[src/rtl/mem_arb_pkg.sv]
// Shared types and default widths for the IF/MEM memory port arbiter.
// No logic here; latency and backpressure are defined by the users of these types.
// Holds the FSM state enum, the grant-select enum and the counter width helper.
package mem_arb_pkg;

    localparam int ADDR_W_DEF      = 32;
    localparam int DATA_W_DEF      = 32;
    localparam int IF_MAX_WAIT_DEF = 2;

    typedef enum logic [1:0] {
        IDLE   = 2'd0,
        BUSY_I = 2'd1,
        BUSY_D = 2'd2,
        DONE   = 2'd3
    } arb_state_t;

    typedef enum logic [1:0] {
        GNT_NONE = 2'd0,
        GNT_I    = 2'd1,
        GNT_D    = 2'd2
    } gnt_sel_t;

    // Keeps the starvation counter at least one bit wide when IF_MAX_WAIT is 0.
    function automatic int starve_cnt_w(input int max_wait);
        return (max_wait < 1) ? 1 : $clog2(max_wait + 1);
    endfunction

endpackage

[src/rtl/mem_arb_starve_ctr.sv]
// Saturating count of data grants issued while a fetch is waiting.
// Updates one cycle after the grant; force_i is combinational from the count.
// No backpressure: it only observes grants.
module mem_arb_starve_ctr
    import mem_arb_pkg::*;
#(
    parameter int IF_MAX_WAIT = IF_MAX_WAIT_DEF,
    localparam int CNT_W      = starve_cnt_w(IF_MAX_WAIT)
) (
    input  logic             clk,
    input  logic             reset_b,
    input  logic             gnt_i,
    input  logic             gnt_d,
    input  logic             if_req,
    output logic [CNT_W-1:0] starve_cnt,
    output logic             force_i
);

    localparam logic [CNT_W-1:0] MAX_CNT = CNT_W'(IF_MAX_WAIT);

    always_ff @(posedge clk) begin
        if (reset_b) begin
            starve_cnt <= '0;
        end else if (gnt_i) begin
            starve_cnt <= '0;
        end else if (gnt_d && if_req && (starve_cnt != MAX_CNT)) begin
            starve_cnt <= starve_cnt + 1'b1;
        end
    end

    assign force_i = (starve_cnt >= MAX_CNT);

endmodule

[src/rtl/mem_port_arbiter.sv]
// Shares one memory port between fetch (IF) and data (MEM); optional perf counters via MEM_ARB_PERF_CNT_EN.
// Latency: req -> mem_req +1 cycle, ready one cycle after mem_ack, next grant the cycle after ready.
// Backpressure: requests are held as levels; stall = req & ~ready while the other port or memory is busy.
module mem_port_arbiter
    import mem_arb_pkg::*;
#(
    parameter int ADDR_W      = ADDR_W_DEF,
    parameter int DATA_W      = DATA_W_DEF,
    parameter int IF_MAX_WAIT = IF_MAX_WAIT_DEF
) (
    input  logic              clk,
    input  logic              reset_b,
    input  logic              if_req,
    input  logic [ADDR_W-1:0] if_addr,
    output logic [DATA_W-1:0] if_rdata,
    output logic              if_ready,
    output logic              if_stall,
    input  logic              dm_req,
    input  logic              dm_we,
    input  logic [ADDR_W-1:0] dm_addr,
    input  logic [DATA_W-1:0] dm_wdata,
    output logic [DATA_W-1:0] dm_rdata,
    output logic              dm_ready,
    output logic              dm_stall,
`ifdef MEM_ARB_PERF_CNT_EN
    output logic [31:0]       perf_if_grants,
    output logic [31:0]       perf_dm_grants,
    output logic [31:0]       perf_wait_cycles,
`endif
    output logic              mem_req,
    output logic              mem_we,
    output logic [ADDR_W-1:0] mem_addr,
    output logic [DATA_W-1:0] mem_wdata,
    input  logic [DATA_W-1:0] mem_rdata,
    input  logic              mem_ack
);

    localparam int CNT_W = starve_cnt_w(IF_MAX_WAIT);

    arb_state_t       state;
    gnt_sel_t         gnt_sel;
    logic [CNT_W-1:0] starve_cnt;
    logic             force_i;

    // Data normally wins so an older stalled instruction drains first; fetch wins once starved.
    always_comb begin
        gnt_sel = GNT_NONE;
        if (state == IDLE) begin
            if (if_req && (!dm_req || force_i)) begin
                gnt_sel = GNT_I;
            end else if (dm_req) begin
                gnt_sel = GNT_D;
            end
        end
    end

    mem_arb_starve_ctr #(
        .IF_MAX_WAIT (IF_MAX_WAIT)
    ) u_starve (
        .clk        (clk),
        .reset_b    (reset_b),
        .gnt_i      (gnt_sel == GNT_I),
        .gnt_d      (gnt_sel == GNT_D),
        .if_req     (if_req),
        .starve_cnt (starve_cnt),
        .force_i    (force_i)
    );

    always_ff @(posedge clk) begin
        if (reset_b) begin
            state     <= IDLE;
            mem_req   <= 1'b0;
            mem_we    <= 1'b0;
            mem_addr  <= '0;
            mem_wdata <= '0;
            if_ready  <= 1'b0;
            dm_ready  <= 1'b0;
            if_rdata  <= '0;
            dm_rdata  <= '0;
        end else begin
            if_ready <= 1'b0;
            dm_ready <= 1'b0;
            case (state)
                IDLE: begin
                    if (gnt_sel == GNT_I) begin
                        mem_req   <= 1'b1;
                        mem_we    <= 1'b0;
                        mem_addr  <= if_addr;
                        mem_wdata <= '0;
                        state     <= BUSY_I;
                    end else if (gnt_sel == GNT_D) begin
                        mem_req   <= 1'b1;
                        mem_we    <= dm_we;
                        mem_addr  <= dm_addr;
                        mem_wdata <= dm_wdata;
                        state     <= BUSY_D;
                    end
                end
                BUSY_I: begin
                    if (mem_ack) begin
                        mem_req  <= 1'b0;
                        if_rdata <= mem_rdata;
                        if_ready <= 1'b1;
                        state    <= DONE;
                    end
                end
                BUSY_D: begin
                    if (mem_ack) begin
                        mem_req  <= 1'b0;
                        if (!mem_we) begin
                            dm_rdata <= mem_rdata;
                        end
                        dm_ready <= 1'b1;
                        state    <= DONE;
                    end
                end
                // Requester's req is still high here, so arbitration waits for IDLE.
                DONE: begin
                    state <= IDLE;
                end
                default: begin
                    state <= IDLE;
                end
            endcase
        end
    end

    assign if_stall = if_req & ~if_ready;
    assign dm_stall = dm_req & ~dm_ready;

`ifdef MEM_ARB_PERF_CNT_EN
    always_ff @(posedge clk) begin
        if (reset_b) begin
            perf_if_grants   <= '0;
            perf_dm_grants   <= '0;
            perf_wait_cycles <= '0;
        end else begin
            if (gnt_sel == GNT_I) begin
                perf_if_grants <= perf_if_grants + 32'd1;
            end
            if (gnt_sel == GNT_D) begin
                perf_dm_grants <= perf_dm_grants + 32'd1;
            end
            if (((state == BUSY_I) || (state == BUSY_D)) && !mem_ack) begin
                perf_wait_cycles <= perf_wait_cycles + 32'd1;
            end
        end
    end
`endif

endmodule

[config.mk]
export PLATFORM = sky130hd
export DESIGN_NAME = mem_port_arbiter
export DESIGN_NICKNAME = d
export VERILOG_FILES = /design/src/rtl/mem_arb_pkg.sv /design/src/rtl/mem_arb_starve_ctr.sv /design/src/rtl/mem_port_arbiter.sv
export SDC_FILE = /design/constraint.sdc
export NUM_CORES = 1
export LEC_CHECK = 0
export ABC_AREA = 1
export CORE_AREA = 3 3 104 106
export CTS_BUF_LIST = sky130_fd_sc_hd__clkbuf_2 sky130_fd_sc_hd__clkbuf_4 sky130_fd_sc_hd__clkbuf_8
export DETAILED_ROUTE_END_ITERATION = 8
export DIE_AREA = 0 0 107 109
export DONT_BUFFER_PORTS = 1
export GPL_TIMING_DRIVEN = 1
export MAX_ROUTING_LAYER = met4
export PLACE_DENSITY = 0.68
export SYNTH_ARGS = -nofsm -noshare
export SYNTH_HDL_FRONTEND = slang
export SYNTH_SLANG_ARGS = --single-unit
[constraint.sdc]
create_clock -name clk -period 4.6 [get_ports clk]
set_clock_uncertainty 0.15 [all_clocks]
set_input_delay 0.23 -clock clk [delete_from_list [all_inputs] [get_ports clk]]
set_output_delay 0.23 -clock clk [all_outputs]
set_load 0.005 [all_outputs]
==> metrics.cfg, run 1 <==
[synth]
syn-num-nets = 817
synth_area_leaders = dfxtp_1 (51%), nor2_1 (9.9%), o21ai_0 (7.7%), a21oi_1 (7.6%), nand2_1 (5.6%)
yosysUniqueCellTypes = 22
syn_inst = 675
synth-edff-count = 0
synth_largest_area_cell = dfxtp_1
async_flop_share = 0
syn_area_per_cell_sq_um = 7.89
synth_ff_type = dfxtp_1
netlist_area_sq_um = 5330
ys_warn_count = 0
synth-seq-area-share = 0.511
yosys_register_bits = 136
synth_top_area_share = 0.511

[clock_tree]
htree_levels = 4
hold_buffers = 160
clkSinkCount = 136
clockRootBuffer = clkbuf_8
cts_resized = 0
cts_buffers = 17
cts_setup_buffers = 0
clockBufferDepth = 2

[place]
port_buffers = 0
detailed_place_hpwl_mm = 9.85
placed_area_sq_um = 5200
globalplace.congestion = 0.824
place_inst = 762

[floorplanning]
die_h_um = 109
rows = 36
die_w_um = 107
num_io_pins = 268
start_util = 0.540

[outcome]
stop_error = [ERROR RSZ-0060] Max buffer count reached.
haltStage = clock tree synthesis (4_1_cts)
status = aborted with a tool error

-- synthesized netlist by cell type, types with 8 or more instances --
library cell,instances
buf_6,12
buf_2,20
a21oi_1,81
nand2_1,79
dfxtp_1,136
o21ai_1,17
o21ai_0,82
nand3_1,36
nor2_1,141
inv_1,16
ha_1,8
a21oi_2,17
clkbuf_1,14
-- per-stage QoR --
step / utilization / worst slack [ns]
after detailed placement: 0.528 / 1.50
after global placement: 0.528 / 1.73
after floorplan: - / 2.59
-- cells by family after synthesis --
group,synth area share
simple gates,0.195
compound gates,0.198
flops,0.511
buf+inv,0.0761
fa+ha+maj,0.0188
==> run 2, diff against run 1 <==
Settings changed: CORE_AREA 3 3 104 106 to 3 3 120 122, CTS_BUF_LIST sky130_fd_sc_hd__clkbuf_2 sky130_fd_sc_hd__clkbuf_4 sky130_fd_sc_hd__clkbuf_8 to not set, DIE_AREA 0 0 107 109 to 0 0 123 125, MAX_ROUTING_LAYER met4 to not set, PLACE_DENSITY 0.68 to not set, PLACE_DENSITY_LB_ADDON set to 0.15.
==> run 2 against run 1 <==
Effect of this change: synthesized cell count stayed put; the run now ends clean; synthesized area stayed put.
==> metrics.cfg, run 2 <==
[timing]
setup_violations = 0
post-route-min-period_ns = 3.45
setup-tns-final_ns = 0
fin_ws_ns = 1.15
post-route-period-util = 0.751
tightest_slew_ns = 1.20
relSlewSlack = 0.197
hold_viol_final = 0
grt_setup_unrepaired = no
drv_slew = 0
fmax_ghz = 0.290

[synth]
synth_top_area_share = 0.511  ; unchanged
netlist_area_sq_um = 5330  ; unchanged
synth_ff_type = dfxtp_1
syn_inst = 675  ; unchanged
synth_area_leaders = dfxtp_1 (51%), nor2_1 (9.9%), o21ai_0 (7.7%), a21oi_1 (7.6%), nand2_1 (5.6%)
ys_warn_count = 0  ; unchanged
async_flop_share = 0  ; unchanged
synth-seq-area-share = 0.511  ; unchanged
synthTopCellsByCount = nor2_1 (141), dfxtp_1 (136), o21ai_0 (82)
synth_largest_area_cell = dfxtp_1
syn_area_per_cell_sq_um = 7.89  ; unchanged
yosys_register_bits = 136  ; unchanged
yosysMostFrequentCell = nor2_1
yosysUniqueCellTypes = 22  ; unchanged
syn-num-nets = 817  ; unchanged
synth-edff-count = 0  ; unchanged

[setup_path]
worstPathMaxFanout = 61
crit_path_end_kind = flip-flop
worstPathRequired_ns = 4.80
worstPathArrival_ns = 3.66
path_class = reg2reg
worst_setup_path_start_kind = flip-flop

[drt]
wl_per_cell_um = 17.1
drt-total-wl_mm = 17.1
drt-vias-per-instance = 5.18
wl_met3_mm = 1.74
drt-met1-wl_mm = 6.33
drt-initial-drc-count = 325
met2_length_mm = 8.53
routed.top_layer = met4
drc = 0
first_pass_iters = 5
ant_nets = 0
vias = 5179

[finish]
area_delta_synth_final_pct = 41.0
diodes = 0
final_cell_mix = dlygate4sd3_1 (164), nor2_1 (141), dfxtp_1 (136)
drive_above_1_share = 0.0740
layout_commonest_cell = dlygate4sd3_1
finalNetCount = 955

[floorplanning]
die_h_um = 125  ; +15%
die-area_sq_um = 15400
start_util = 0.401  ; -0.139
core_area_sq_um = 13300
rows = 42  ; +17%
num_io_pins = 268  ; unchanged
die_w_um = 123  ; +15%

[global_routing]
antenna_found_initial = 0
grt_pass1_vias = 5364
grt_start_max_net_pins = 68
grt_pass1_wl_mm = 26.5
grt_usage = 0.215
grt-ovfl-total = 0

[clock_tree]
insertion_delay_ns = 0.41
hold_buffers = 165  ; +3.1%
clkSinkCount = 136  ; unchanged
clockRootBuffer = clkbuf_16
clkSlewWorstSetupHoldPaths_ns = 0.06
htree_levels = 4  ; unchanged
cts_tree = built
clockBufferDepth = 2  ; unchanged
cts_buffers = 17  ; unchanged
cts_resized = 0  ; unchanged
cts_setup_buffers = 0  ; unchanged

[pwr]
vdd_drop_max_mv = 0.312
power_density_nw_per_um2 = 582
leakagePower_nw = 3.07

[hold_path]
hold_class = in2reg

[place]
detailed_place_hpwl_mm = 10.4  ; +5.1%
dp_slack_ns = 1.55  ; +0.0546 ns
port_buffers = 0  ; unchanged
globalplace.congestion = 0.773  ; -6.2%

[flow_run]
max-cap-violations = 0

[outcome]
status = finished clean

[run 2: worst max-delay path, stage by stage (launching register included)]
cell and delay, ns:
dfxtp_1 0.32, inv_1 0.13, ha_1 0.23, inv_2 0.07, nor2_1 0.11, nand2_1 0.06, ha_1 0.31, nor2_4 0.05
inv_2 0.82, buf_4 0.30, a21oi_1 0.05, a21oi_1 0.17, dlygate4sd3_1 0.57
[run 2: layer usage]
| layer | vias up | global-route usage |
|---|---|---|
| met5 | - | 0 |
| met4 | 0 | 0.0893 |
| met1 | 2395 | 0.225 |
| met3 | 37 | 0.0795 |
| met2 | 247 | 0.384 |
| li1 | 2500 | - |
[run 2: path summary, 6_finish.rpt]
path | startpoint | end | slack [ns] | cells after the start
worst max register to register | state[0] | mem_addr[28] | 1.15 | 12
worst min register to register | u_starve.starve_cnt[1] | u_starve.starve_cnt[1] | 0.33 | 2
worst max-delay path | state[0] | mem_addr[28] | 1.15 | 12
worst min-delay path | reset_b | if_rdata[28] | 0.12 | 3
[run 2: final cells by class]
class	count	area, sq um
Clock inverter	10	120
Tap cell	176	220
Multi-Input combinational cell	467	2200
Clock buffer	20	467
Timing Repair Buffer	170	1700
Fill cell	1212	5790
Sequential cell	136	2720
Inverter	21	80.1
[run 2: logic make-up (layout without fill, tap and decap cells)]
| logic type | count (synthesis) | count (layout) | synth area share |
|---|---|---|---|
| simple gates | 261 | 261 | 0.195 |
| compound gates | 198 | 198 | 0.198 |
| flops | 136 | 136 | 0.511 |
| buf+inv | 72 | 221 | 0.0761 |
| fa+ha+maj | 8 | 8 | 0.0188 |
[run 2: per-stage QoR]
stage | utilization | instances | hold slack (ns) | total power [mW] | area [sq um]
3_5_place_dp | 0.395 | 805 | 0.154 | 2.69 | 5260
4_1_cts | 0.565 | 1000 | 0.0889 | 4.36 | 7510
2_1_floorplan | - | 675 | 0.210 | 2.53 | 5330
3_3_place_gp | 0.395 | 805 | 0.153 | 2.65 | 5260
5_1_grt | 0.565 | 1000 | 0.156 | 4.65 | 7510
6_report | 0.565 | 1000 | 0.120 | 4.37 | 7510
[run 2: report_power, final]
| group | switching, mW | internal [mW] | total (mW) |
|---|---|---|---|
| registers | 0.285 | 1.51 | 1.80 |
| clock network | 0.503 | 0.836 | 1.34 |
| logic | 0.678 | 0.553 | 1.23 |
(Power assumes the default switching activity.)
==> run 3, diff against run 2 <==
Settings changed: ABC_AREA 1 to 0.
Clock period 4.6 ns to 2.8 ns, I/O delays scaled along.
==> run 3 against run 2 <==
Effect of this change: sequential share of layout area increased by 0.35 points; synthesized area fell by 0.28%; setup slack worse by 1.0 ns; worst hold slack got worse by 0.069 ns; first-iteration DRC count shrank 20%; wire length up 1.1%; sequential cell count stayed put; sequential power grew 61%; fmax is 30% higher; final cell count down 7.8%; cell area fell by 0.97%; via count down 6.4%.
==> metrics.cfg, run 3 <==
[clock_tree]
clkSinkCount = 136  ; unchanged
clockBufferDepth = 2  ; unchanged
cts_buffers = 17  ; unchanged
clkSlewWorstSetupHoldPaths_ns = 0.06  ; about the same
cts_setup_buffers = 0  ; unchanged
cts_tree = built
htree_levels = 4  ; unchanged
insertion_delay_ns = 0.41  ; about the same
clockRootBuffer = clkbuf_16

[global_routing]
grt_usage = 0.201  ; -0.0142
grt_pass1_wl_mm = 24.3  ; -8.3%
grt_pass1_vias = 4748  ; -11%
grt-ovfl-total = 0  ; unchanged
antenna_found_initial = 0  ; unchanged
grt_start_max_net_pins = 137  ; +100%

[setup_path]
crit_path_end_kind = flip-flop
worstPathMaxFanout = 18  ; -70%
reg2reg_from = u_starve.starve_cnt[0]
path_class = reg2reg
worst_setup_path_start_kind = flip-flop
critPathLaunch = u_starve.starve_cnt[0]
worstPathRequired_ns = 2.96  ; -1.84 ns
worstPathArrival_ns = 2.82  ; -0.84 ns

[drt]
drt-vias-per-instance = 5.26  ; +1.6%
drt-initial-drc-count = 261  ; -20%
wl_per_cell_um = 18.7  ; +9.7%
first_pass_iters = 5  ; unchanged
drc = 0  ; unchanged
ant_nets = 0  ; unchanged
vias = 4850  ; -6.4%
drt-total-wl_mm = 17.3  ; +1.1%

[pwr]
p_total_mw = 7.23  ; +66%
vdd_drop_max_mv = 0.548  ; +76%
power_density_nw_per_um2 = 973  ; +67%
leakagePower_nw = 2.65  ; -14%

[synth]
synth_compound_area_frac = 0.150  ; -0.0480
synth-seq-area-share = 0.513  ; +0.00145
synth_largest_area_cell = dfxtp_1
syn_area_per_cell_sq_um = 8.52  ; +8.0%
syn_inst = 623  ; -7.7%
synth-edff-count = 0  ; unchanged
synth_top_family_by_area = simple AND/OR/NAND/NOR gates
syn-num-nets = 765  ; -6.4%
synthTopCellsByCount = nand2_1 (164), dfxtp_1 (136), a21oi_1 (98)
yosysUniqueCellTypes = 30  ; +36%
yosysMostFrequentCell = nand2_1
synthXorXnorAreaFrac = 0.00165  ; +0.00165
async_flop_share = 0  ; unchanged
synthMuxAreaShare = 0.0622  ; +0.0622
yosys_register_bits = 136  ; unchanged
synthSimpleGateAreaFrac = 0.207  ; +0.0114
synth_area_leaders = dfxtp_1 (51%), nand2_1 (12%), a21oi_1 (9.2%), mux2i_1 (6.2%), nand3b_1 (4.8%)
yosys.area_share.adder = 0.0189  ; +0.0000531
ys_warn_count = 0  ; unchanged
synth_top_area_share = 0.513  ; +0.00145
netlist_area_sq_um = 5310  ; -0.28%
synth_ff_type = dfxtp_1

[timing]
relSlewSlack = 0.635  ; +0.438
setup_violations = 0  ; unchanged
hold_viol_final = 0  ; unchanged
fmax_ghz = 0.376  ; +30%
tightest_slew_ns = 0.548  ; -0.657 ns
drv_slew = 0  ; unchanged
fin_ws_ns = 0.143  ; -1.00 ns
post-route-min-period_ns = 2.66  ; -0.797 ns
hold_slack_ns = 0.0511  ; -0.0687 ns
setup-tns-final_ns = 0  ; unchanged
post-route-period-util = 0.949  ; +0.198

[place]
globalplace.congestion = 0.758  ; -1.9%
port_buffers = 0  ; unchanged
detailed_place_hpwl_mm = 9.72  ; -6.1%
dp_slack_ns = 0.471  ; -1.08 ns

[floorplanning]
num_io_pins = 268  ; unchanged
die-area_sq_um = 15400  ; unchanged
rows = 42  ; unchanged
die_h_um = 125  ; unchanged
core_area_sq_um = 13300  ; unchanged
die_w_um = 123  ; unchanged
start_util = 0.399  ; -0.00113

[finish]
drive_above_1_share = 0.0617  ; -0.0124
final_cell_mix = nand2_1 (164), dfxtp_1 (136), dlygate4sd3_1 (132)
finalNetCount = 877  ; -8.2%
area_delta_synth_final_pct = 40.0
fin_util = 0.559  ; -0.00546
diodes = 0  ; unchanged
layout_commonest_cell = nand2_1

[outcome]
status = finished clean

[hold_path]
hp-start = reset_b
hold_class = in2reg

[flow_run]
max-cap-violations = 0  ; unchanged

run 3: changes by cell type in the layout (fill, tap and decap cells not counted), sizes merged, moves of 34 or more:
cell	previous run	this run
a211oi	0	34
nand3b	0	34
nand3	36	2
nor2	143	38
nand2	80	164
o21ai	99	1
run 3: cell type report:
class	instances	area (sq um)
fillers	1149	5860
flip-flops and latches	136	2720
multi-input cells	429	2350
repair buffers	146	1530
clock buffers	22	474
well taps	176	220
clock inverters	8	121
inverters	5	18.8
run 3: critical path: stages (launching register included):
cell	delay, ns
dfxtp_1	0.34
inv_1	0.05
ha_1	0.21
nor2_1	0.09
nand2_1	0.07
and3_1	0.18
ha_2	0.26
buf_16	0.20
mux2i_1	0.14
dlygate4sd3_1	0.58
a211oi_1	0.29
run 3: path summary, 6_finish.rpt:
| path | endpoint | slack, ns | cells past startpoint |
|---|---|---|---|
| worst max-delay path | mem_addr[14] | 0.14 | 10 |
| worst min-delay path | dm_rdata[24] | 0.05 | 2 |
| worst max register to register | mem_addr[14] | 0.14 | 10 |
| worst min register to register | dm_rdata[0] | 0.32 | 2 |
run 3: metrics by stage:
| stage | instances | area [sq um] |
|---|---|---|
| 2_1_floorplan | 623 | 5310 |
| 3_3_place_gp | 754 | 5390 |
| 3_5_place_dp | 754 | 5390 |
| 4_1_cts | 917 | 7340 |
| 5_1_grt | 922 | 7430 |
| 6_report | 922 | 7430 |
run 3: metal layers:
layer,up-vias,track usage,part of all wire
li1,2325,-,-
met1,2229,0.206,0.37
met2,256,0.346,0.49
met3,40,0.0989,0.11
met4,0,0.0827,0.026
met5,-,0,0
run 3: cells by family (layout without fill, tap and decap cells):
| group | count (synthesis) | in the layout |
|---|---|---|
| adder cells (fa/ha/maj) | 8 | 8 |
| AND/OR/NAND/NOR | 249 | 249 |
| flip-flops | 136 | 136 |
| multiplexers | 33 | 33 |
| buffers and inverters | 58 | 181 |
| AO/OA/AOI/OAI | 138 | 138 |
| XOR/XNOR | 1 | 1 |
run 3: power breakdown:
group | switching [mW] | internal (mW) | total, mW
Sequential | 0.451 | 2.45 | 2.90
Combinational | 1.16 | 0.901 | 2.06
Clock | 0.810 | 1.46 | 2.27
run 3: what timing repair did:
item | in CTS | in global routing
endpoints found under the hold margin | 136 | 0
endpoints found under the setup margin | 0 | 7
hold buffers | 133 | 0
resized for setup | 0 | 3
==> run 4, diff against run 3 <==
Clock period 2.8 ns to 2.98 ns, I/O delays scaled along.
==> run 4 against run 3 <==
Effect of this change: sequential power shrank 6%; largest cell class unchanged; setup slack gained 0.034 ns; worst hold slack lost 0.041 ns; via count shrank 2.5%; highest routed layer unchanged.
==> metrics.cfg, run 4 (synthesized netlist as in run 3, its figures left out) <==
[outcome]
status = finished clean

[drt]
ant_nets = 0  ; unchanged
drt-initial-drc-count = 262  ; +0.38%
first_pass_iters = 4  ; -1
wl_per_cell_um = 17.1  ; -8.6%
drc = 0  ; unchanged
drt-total-wl_mm = 15.7  ; -9.0%
drt-vias-per-instance = 5.15  ; -2.0%
vias = 4730  ; -2.5%

[pwr]
leakagePower_nw = 2.57  ; -3.1%
power_density_nw_per_um2 = 878  ; -9.8%
vdd_drop_max_mv = 0.498  ; -9.1%

[finish]
area_delta_synth_final_pct = 37.2
drive_above_1_share = 0.0539  ; -0.00775
finalNetCount = 871  ; -0.68%
layout_commonest_cell = nand2_1
diodes = 0  ; unchanged
final_cell_mix = nand2_1 (164), dfxtp_1 (136), dlygate4sd3_1 (131)

[floorplanning]
die-area_sq_um = 15400  ; unchanged
num_io_pins = 268  ; unchanged
start_util = 0.399  ; unchanged
die_h_um = 125  ; unchanged
die_w_um = 123  ; unchanged
rows = 42  ; unchanged
core_area_sq_um = 13300  ; unchanged

[setup_path]
path_class = reg2reg
worst_setup_path_start_kind = flip-flop
cp_slowest_cell = dlygate4sd3_1
worstPathArrival_ns = 3.01  ; +0.19 ns
cp_cell_sequence = inv_1, ha_1, nor2_1, nand2_1, and3_1, ha_4, nor2b_4, buf_12, nand3b_1, a21oi_1, dlygate4sd3_1
crit_buf_inv = 3  ; unchanged
worstPathMaxFanout = 97  ; +79
crit_path_end_kind = flip-flop
cpLargestDelayFamily = buffers and inverters
max_stage_delay_ns = 0.57  ; about the same
worstPathRequired_ns = 3.18  ; +0.22 ns

[timing]
relSlewSlack = 0.591  ; -0.0435
tightest_slew_ns = 0.613  ; +0.0653 ns
setup-tns-final_ns = 0  ; unchanged
hold_viol_final = 0  ; unchanged
setup_violations = 0  ; unchanged
post-route-min-period_ns = 2.80  ; +0.146 ns
fin_ws_ns = 0.178  ; +0.0343 ns
fmax_ghz = 0.357  ; -5.2%
drv_slew = 0  ; unchanged
post-route-period-util = 0.940  ; -0.00841
grt_setup_unrepaired = no

[clock_tree]
cts_buffers = 17  ; unchanged
clockRootBuffer = clkbuf_16
clkSinkCount = 136  ; unchanged
htree_levels = 4  ; unchanged
clockBufferDepth = 2  ; unchanged
cts_setup_buffers = 0  ; unchanged
insertion_delay_ns = 0.41  ; about the same
cts_tree = built
clkSlewWorstSetupHoldPaths_ns = 0.06  ; about the same

[place]
dp_slack_ns = 0.607  ; +0.136 ns
detailed_place_hpwl_mm = 9.54  ; -1.9%
globalplace.congestion = 0.741  ; -2.3%
port_buffers = 0  ; unchanged

[global_routing]
grt_start_max_net_pins = 138  ; +0.73%
antenna_found_initial = 0  ; unchanged
grt_pass1_wl_mm = 24.6  ; +1.4%
grt_usage = 0.203  ; +0.00172
grt_pass1_vias = 4836  ; +1.9%
grt-ovfl-total = 0  ; unchanged

[hold_path]
hold_class = in2reg

[flow_run]
max-cap-violations = 0  ; unchanged

run 4: cell types whose count changed in the layout (fill, tap and decap cells not counted), moves of 2 or more:
cell	change
buf_12	+2
buf_6	-3
bufinv_16	-2
clkbuf_1	+3
clkbuf_16	-3
clkinvlp_4	+2
run 4: metal layers:
layer  vias to the layer above  wire, um  GRT usage
li1                       2314         -          -
met1                      2182      6070      0.226
met2                       209      7600      0.341
met3                        25      1700     0.0818
met4                         0       329     0.0853
met5                         -         0          0
run 4: worst paths after layout:
kind                                              from      endpoint  slack (ns)  cells past startpoint
worst max-delay path            u_starve.starve_cnt[0]  mem_wdata[1]        0.18                     11
worst min-delay path                           reset_b  if_rdata[26]        0.01                      2
worst max register to register  u_starve.starve_cnt[0]  mem_wdata[1]        0.18                     11
worst min register to register            if_rdata[17]  if_rdata[17]        0.32                      2
run 4: layout make-up:
type                            count  area [sq um]
Clock buffer                       24           472
Clock inverter                      8          72.6
Fill cell                        1164          6010
Inverter                            5          18.8
Multi-Input combinational cell    429          2360
Sequential cell                   136          2720
Tap cell                          176           220
Timing Repair Buffer              140          1420
run 4: power breakdown:
group / total, mW / switching, mW / internal (mW)
sequential: 2.72 / 0.419 / 2.30
combinational: 1.74 / 0.960 / 0.775
clock: 1.93 / 0.750 / 1.18
run 4: repair_timing:
item                                    CTS  global route
endpoints found under the setup margin    0            30
hold buffers                            132             0
hold endpoints to repair                136             0
resized for setup                         0             1
run 4: stage by stage:
stage,util,hold slack (ns),total power [mW],instance area [sq um],instances
after global placement,0.406,0.0797,4.17,5390,754
after CTS,0.547,0.0145,6.42,7280,918
after global routing,0.548,0.0475,6.82,7290,918
final,0.548,0.0102,6.39,7290,918
after detailed placement,0.406,0.0821,4.22,5390,754
after floorplan,-,0.113,3.86,5310,623
